$ cat config.mk
export PLATFORM = sky130hd
export DESIGN_NAME = tnn_cmp_bank
export DESIGN_NICKNAME = d
export VERILOG_FILES = /design/src/rtl/tnn_pkg.sv /design/src/rtl/tnn_cmp_lane.sv /design/src/rtl/tnn_cmp_bank.sv
export SDC_FILE = /design/constraint.sdc
export NUM_CORES = 1
export LEC_CHECK = 0
export CAP_MARGIN = 0
export CORE_MARGIN = 3
export CORE_UTILIZATION = 30
export DETAILED_ROUTE_END_ITERATION = 10
export PLACE_DENSITY = 0.61
export SYNTH_ARGS = -nofsm -noshare
export SYNTH_HDL_FRONTEND = slang
export SYNTH_HIERARCHICAL = 1
export SYNTH_SLANG_ARGS = --single-unit
$ cat constraint.sdc
create_clock -name clk -period 1.7 [get_ports clk]
set_input_delay 0.34 -clock clk [delete_from_list [all_inputs] [get_ports clk]]
set_output_delay 0.34 -clock clk [all_outputs]
set_load 0.01 [all_outputs]
$ cat src/rtl/tnn_pkg.sv
// Shared types and constants for the TNN inference datapath.
package tnn_pkg;
  localparam int TNN_W  = 3;
  localparam int TNN_CH = 4;

  typedef enum logic {CMP_GT = 1'b0, CMP_GE = 1'b1} cmp_mode_e;

  function automatic int pop_width(input int ch);
    return $clog2(ch + 1);
  endfunction
endpackage

$ cat src/rtl/tnn_cmp_lane.sv
// Single-channel unsigned comparator with TRUNC ignored LSBs.
// Approximate (CGP) lanes can replace this with the same port list.
module tnn_cmp_lane
  import tnn_pkg::*;
#(
  parameter int W     = TNN_W,
  parameter int TRUNC = 0
) (
  input  logic [W-1:0] feat,
  input  logic [W-1:0] thr,
  input  cmp_mode_e    mode,
  output logic         hit
);
  // Full-width shift keeps every input bit in use while dropping the LSBs.
  logic [W-1:0] a, b;
  assign a   = feat >> TRUNC;
  assign b   = thr >> TRUNC;
  assign hit = (mode == CMP_GE) ? (a >= b) : (a > b);
endmodule

$ cat src/rtl/tnn_cmp_bank.sv
// CH-wide feature-vs-threshold comparator bank, two-stage elastic pipeline
// emitting the hit vector and its popcount.
module tnn_cmp_bank
  import tnn_pkg::*;
#(
  parameter int W     = TNN_W,
  parameter int CH    = TNN_CH,
  parameter int TRUNC = 0,
  localparam int PW   = pop_width(CH),
  localparam int IW   = (CH > 1) ? $clog2(CH) : 1
) (
  input  logic            clk,
  input  logic            rst,
  input  logic            cfg_we,
  input  logic [IW-1:0]   cfg_idx,
  input  logic [W-1:0]    cfg_data,
  input  logic            cmp_mode,
  input  logic            in_valid,
  output logic            in_ready,
  input  logic [CH*W-1:0] in_data,
  output logic            out_valid,
  input  logic            out_ready,
  output logic [CH-1:0]   out_bits,
  output logic [PW-1:0]   out_pop,
  output logic [15:0]     out_count
);
  localparam int STAGES = 2;

  logic [CH-1:0][W-1:0] thr;
  logic [CH-1:0]        hit;
  logic [CH-1:0]        s1_bits;
  logic [PW-1:0]        s1_pop;
  logic [STAGES:1]      vld_pipe;
  logic                 s2_adv, accept;

  assign s2_adv    = !vld_pipe[2] || out_ready;
  assign in_ready  = !rst && (!vld_pipe[1] || s2_adv);
  assign accept    = in_valid && in_ready;
  assign out_valid = vld_pipe[2];

  // Compare reads the registered thresholds, so a same-cycle write lands
  // only on later samples.
  always_ff @(posedge clk) begin
    if (rst) begin
      thr <= '1;
    end else if (cfg_we && (int'(cfg_idx) < CH)) begin
      thr[cfg_idx] <= cfg_data;
    end
  end

  tnn_cmp_lane #(.W(W), .TRUNC(TRUNC)) u_lane [CH-1:0] (
    .feat (in_data),
    .thr  (thr),
    .mode (cmp_mode_e'(cmp_mode)),
    .hit  (hit)
  );

  always_comb begin
    s1_pop = '0;
    for (int i = 0; i < CH; i++) s1_pop = s1_pop + PW'(s1_bits[i]);
  end

  always_ff @(posedge clk) begin
    if (rst) begin
      vld_pipe  <= '0;
      s1_bits   <= '0;
      out_bits  <= '0;
      out_pop   <= '0;
      out_count <= '0;
    end else begin
      if (in_ready) vld_pipe[1] <= in_valid;
      if (accept)   s1_bits     <= hit;
      if (s2_adv)   vld_pipe[2] <= vld_pipe[1];
      if (s2_adv && vld_pipe[1]) begin
        out_bits <= s1_bits;
        out_pop  <= s1_pop;
      end
      if (out_valid && out_ready) out_count <= out_count + 16'd1;
    end
  end
endmodule

==> results of run 1 <==
==> cell usage after synthesis <==
cell	count
buf_1	2
fa_1	1
o21ai_1	4
ha_1	15
nand4_2	1
nand4_1	2
nor2b_1	6
and4_1	1
nand4b_1	4
nand3_2	1
nor3_4	1
nor3_2	1
nor3_1	3
mux2_2	4
nand2b_1	5
a31o_2	1
nand2_1	8
inv_1	28
xor2_1	4
mux2_1	1
a21oi_1	8
xnor2_1	6
a311oi_1	3
nor4_1	2
nand3_1	5
buf_2	2
dfxtp_1	41
o21ai_0	4
mux2i_1	10
a41o_1	3
nor3b_2	1
nor2_1	42
nand3b_1	2
clkbuf_1	2
a211o_1	9
==> cell families after synthesis <==
group	Yosys count	synth area share, %
AO/OA/AOI/OAI	32	10.8
XOR/XNOR	10	4.23
adder cells (fa/ha/maj)	16	10.0
buffers and inverters	34	6.29
flip-flops	41	39.7
multiplexers	15	7.56
AND/OR/NAND/NOR	85	21.4
==> power breakdown <==
group          internal, mW  switching (mW)  total, mW
clock                 0.292           0.326      0.618
sequential            0.990          0.0184       1.01
combinational         0.149           0.125      0.274
total                  1.43           0.469       1.90
==> final timing paths <==
path,start,to,slack [ps]
max reg2reg,s1_bits[0]$_SDFFE_PP0P_,out_pop[1]$_SDFFE_PP0P_,80
min,thr[7]$_SDFFE_PP1P_,thr[7]$_SDFFE_PP1P_,470
max,out_count[2]$_SDFFE_PP0P_,out_count[2],50
min reg2reg,thr[7]$_SDFFE_PP1P_,thr[7]$_SDFFE_PP1P_,470
==> routing by layer <==
metal,GRT usage [%],vias up
met2,16.6,37
met3,3.13,5
met5,0,-
met4,4.87,0
li1,-,919
met1,16.4,781
==> layout make-up <==
class | count | area [µm²] | share of cell area [%]
Multi-Input combinational cell | 158 | 1130 | 40.2
Sequential cell | 41 | 823 | 29.2
Timing Repair Buffer | 60 | 578 | 20.5
Inverter | 28 | 105 | 3.73
Tap cell | 77 | 96.3 | 3.42
Clock buffer | 8 | 80.1 | 2.84
==> sequential cells by signal (all words and copies together), names as in the netlist <==
| signal | count |
|---|---|
| out_bits | 4 |
| out_count | 16 |
| out_pop | 3 |
| s1_bits | 4 |
| thr | 12 |
| vld_pipe | 2 |
==> per-stage QoR <==
stage | cell area [µm²] | instances
3_5_place_dp | 2720 | 364
6_report | 2820 | 372
3_3_place_gp | 2720 | 364
2_1_floorplan | 2070 | 233
4_1_cts | 2800 | 372
5_1_grt | 2820 | 372
==> what timing repair did <==
| item | CTS | global route |
|---|---|---|
| hold endpoints to repair | 0 | 0 |
| gates resized for setup | 2 | 7 |
| setup endpoints to repair | 2 | 5 |
==> flow_summary.json, run 1 <==
{
  "routedWlPerCell_um": 11.9,
  "leakage_nw": 1.27,
  "die_x_um": 89.0,
  "slew_violations": 0,
  "rsz0062_at_grt": "no",
  "viasPerCell": 4.68,
  "yosysTopAreaCell": "dfxtp_1",
  "die_area_mm2": 0.00793,
  "syn-num-nets": 272,
  "final_common_cell": "clkdlybuf4s50_1",
  "start_util_pct": 31.7,
  "nNetsFinal": 333,
  "vdd.ir_drop.worst_mv": 0.288,
  "track_usage_pct": 11.6,
  "skew_ps": 8.46,
  "cp_top_family": "buffers and inverters",
  "syn_area_per_cell_um2": 8.88,
  "cts_hold_buf": 0,
  "met2_wirelength_mm": 1.78,
  "std_cell_rows": 29,
  "path_clk_slew_ps": 70,
  "die_height_um": 89.0,
  "max_stage_delay_ps": 580,
  "final_util_pct": 43.1,
  "dr.pass1.iters": 4,
  "drive_above_1_share_pct": 11.5,
  "grt_max_degree": 36,
  "seq_area_frac_synth_pct": 39.7,
  "arrival_ps": 1310,
  "fillers": 679,
  "crit_required_ps": 1360,
  "drt_iter0_markers": 44,
  "rr_worst_depth": 7,
  "setup_slack_ps": 49.0,
  "place_hpwl_mm": 3.28,
  "critPathCaptureType": "primary output",
  "synth_warnings": 6,
  "core_area_mm2": 0.00653,
  "hold_viol": 0,
  "syn_area_mm2": 0.00207,
  "crit_path_top_delay_cell": "clkdlybuf4s50_1",
  "ys_types": 35,
  "grt_overflow": 0,
  "cts-root-buf": "clkbuf_8",
  "path_class": "flop to primary output",
  "post-place-ws_ps": -263,
  "syn2layout_area_growth_pct": 36.1,
  "tightest_slew_ps": 370,
  "maxCapViolCount": 0,
  "postSynthRegisterBits": 41,
  "clock_latency_ps": 290,
  "period_minus_slack_ps": 1650,
  "grt_pass1_vias": 1566,
  "topRoutingLayerUsed": "met4",
  "yosysTopAreaCellShare_pct": 39.7,
  "cp.depth": 1,
  "post_cts_buffers": 0,
  "status": "complete, no violations",
  "slew_headroom_pct": 75.3,
  "io-pin-count": 48,
  "final_cell_mix": "clkdlybuf4s50_1 (45), nor2_1 (42), dfxtp_1 (39)",
  "setup_tns_ps": 0,
  "hold_path_class": "flop to flop",
  "cts_buffers": 5,
  "cp_max_fo": 5,
  "met1Wirelength_mm": 2.39,
  "vias": 1742,
  "crit_buf_inv": 1,
  "cts_tree": "yes",
  "drcViolationCount": 0,
  "io_buffer_count": 47,
  "antenna_cells": 0,
  "h-tree-depth": 2,
  "min_path_cells": 1,
  "wl_met3_um": 204,
  "wirelength_mm": 4.42,
  "max_freq_mhz": 606,
  "path_cells": "clkdlybuf4s50_1",
  "power_mw": 1.90,
  "hold_slack_ps": 468,
  "antenna_found_initial": 0,
  "clock_sinks": 41,
  "ant_nets": 0,
  "cts_buffer_depth": 2,
  "grt_first_pass_wirelength_mm": 7.11,
  "period_share_pct": 97.1,
  "globalplace.congestion": 0.758,
  "setup_viol": 0,
  "power_density_mw_per_mm2": 675,
  "synth.area.top_cells": "dfxtp_1 (40%), ha_1 (9.1%), nor2_1 (7.6%)",
  "synth_cells": 233,
  "critPathLaunchType": "flop"
}
No activity file was read; power rests on OpenSTA's default activity.
==> run 2, diff against run 1 <==
--- a/config.mk
+++ b/config.mk
@@ -9,6 +9,7 @@
 export CORE_MARGIN = 3
 export CORE_UTILIZATION = 30
 export DETAILED_ROUTE_END_ITERATION = 10
+export HOLD_SLACK_MARGIN = 0.03
 export PLACE_DENSITY = 0.61
 export SYNTH_ARGS = -nofsm -noshare
 export SYNTH_HDL_FRONTEND = slang
==> results of run 2 <==
The final DEF is identical to that of run 1; final timing and power are the same.
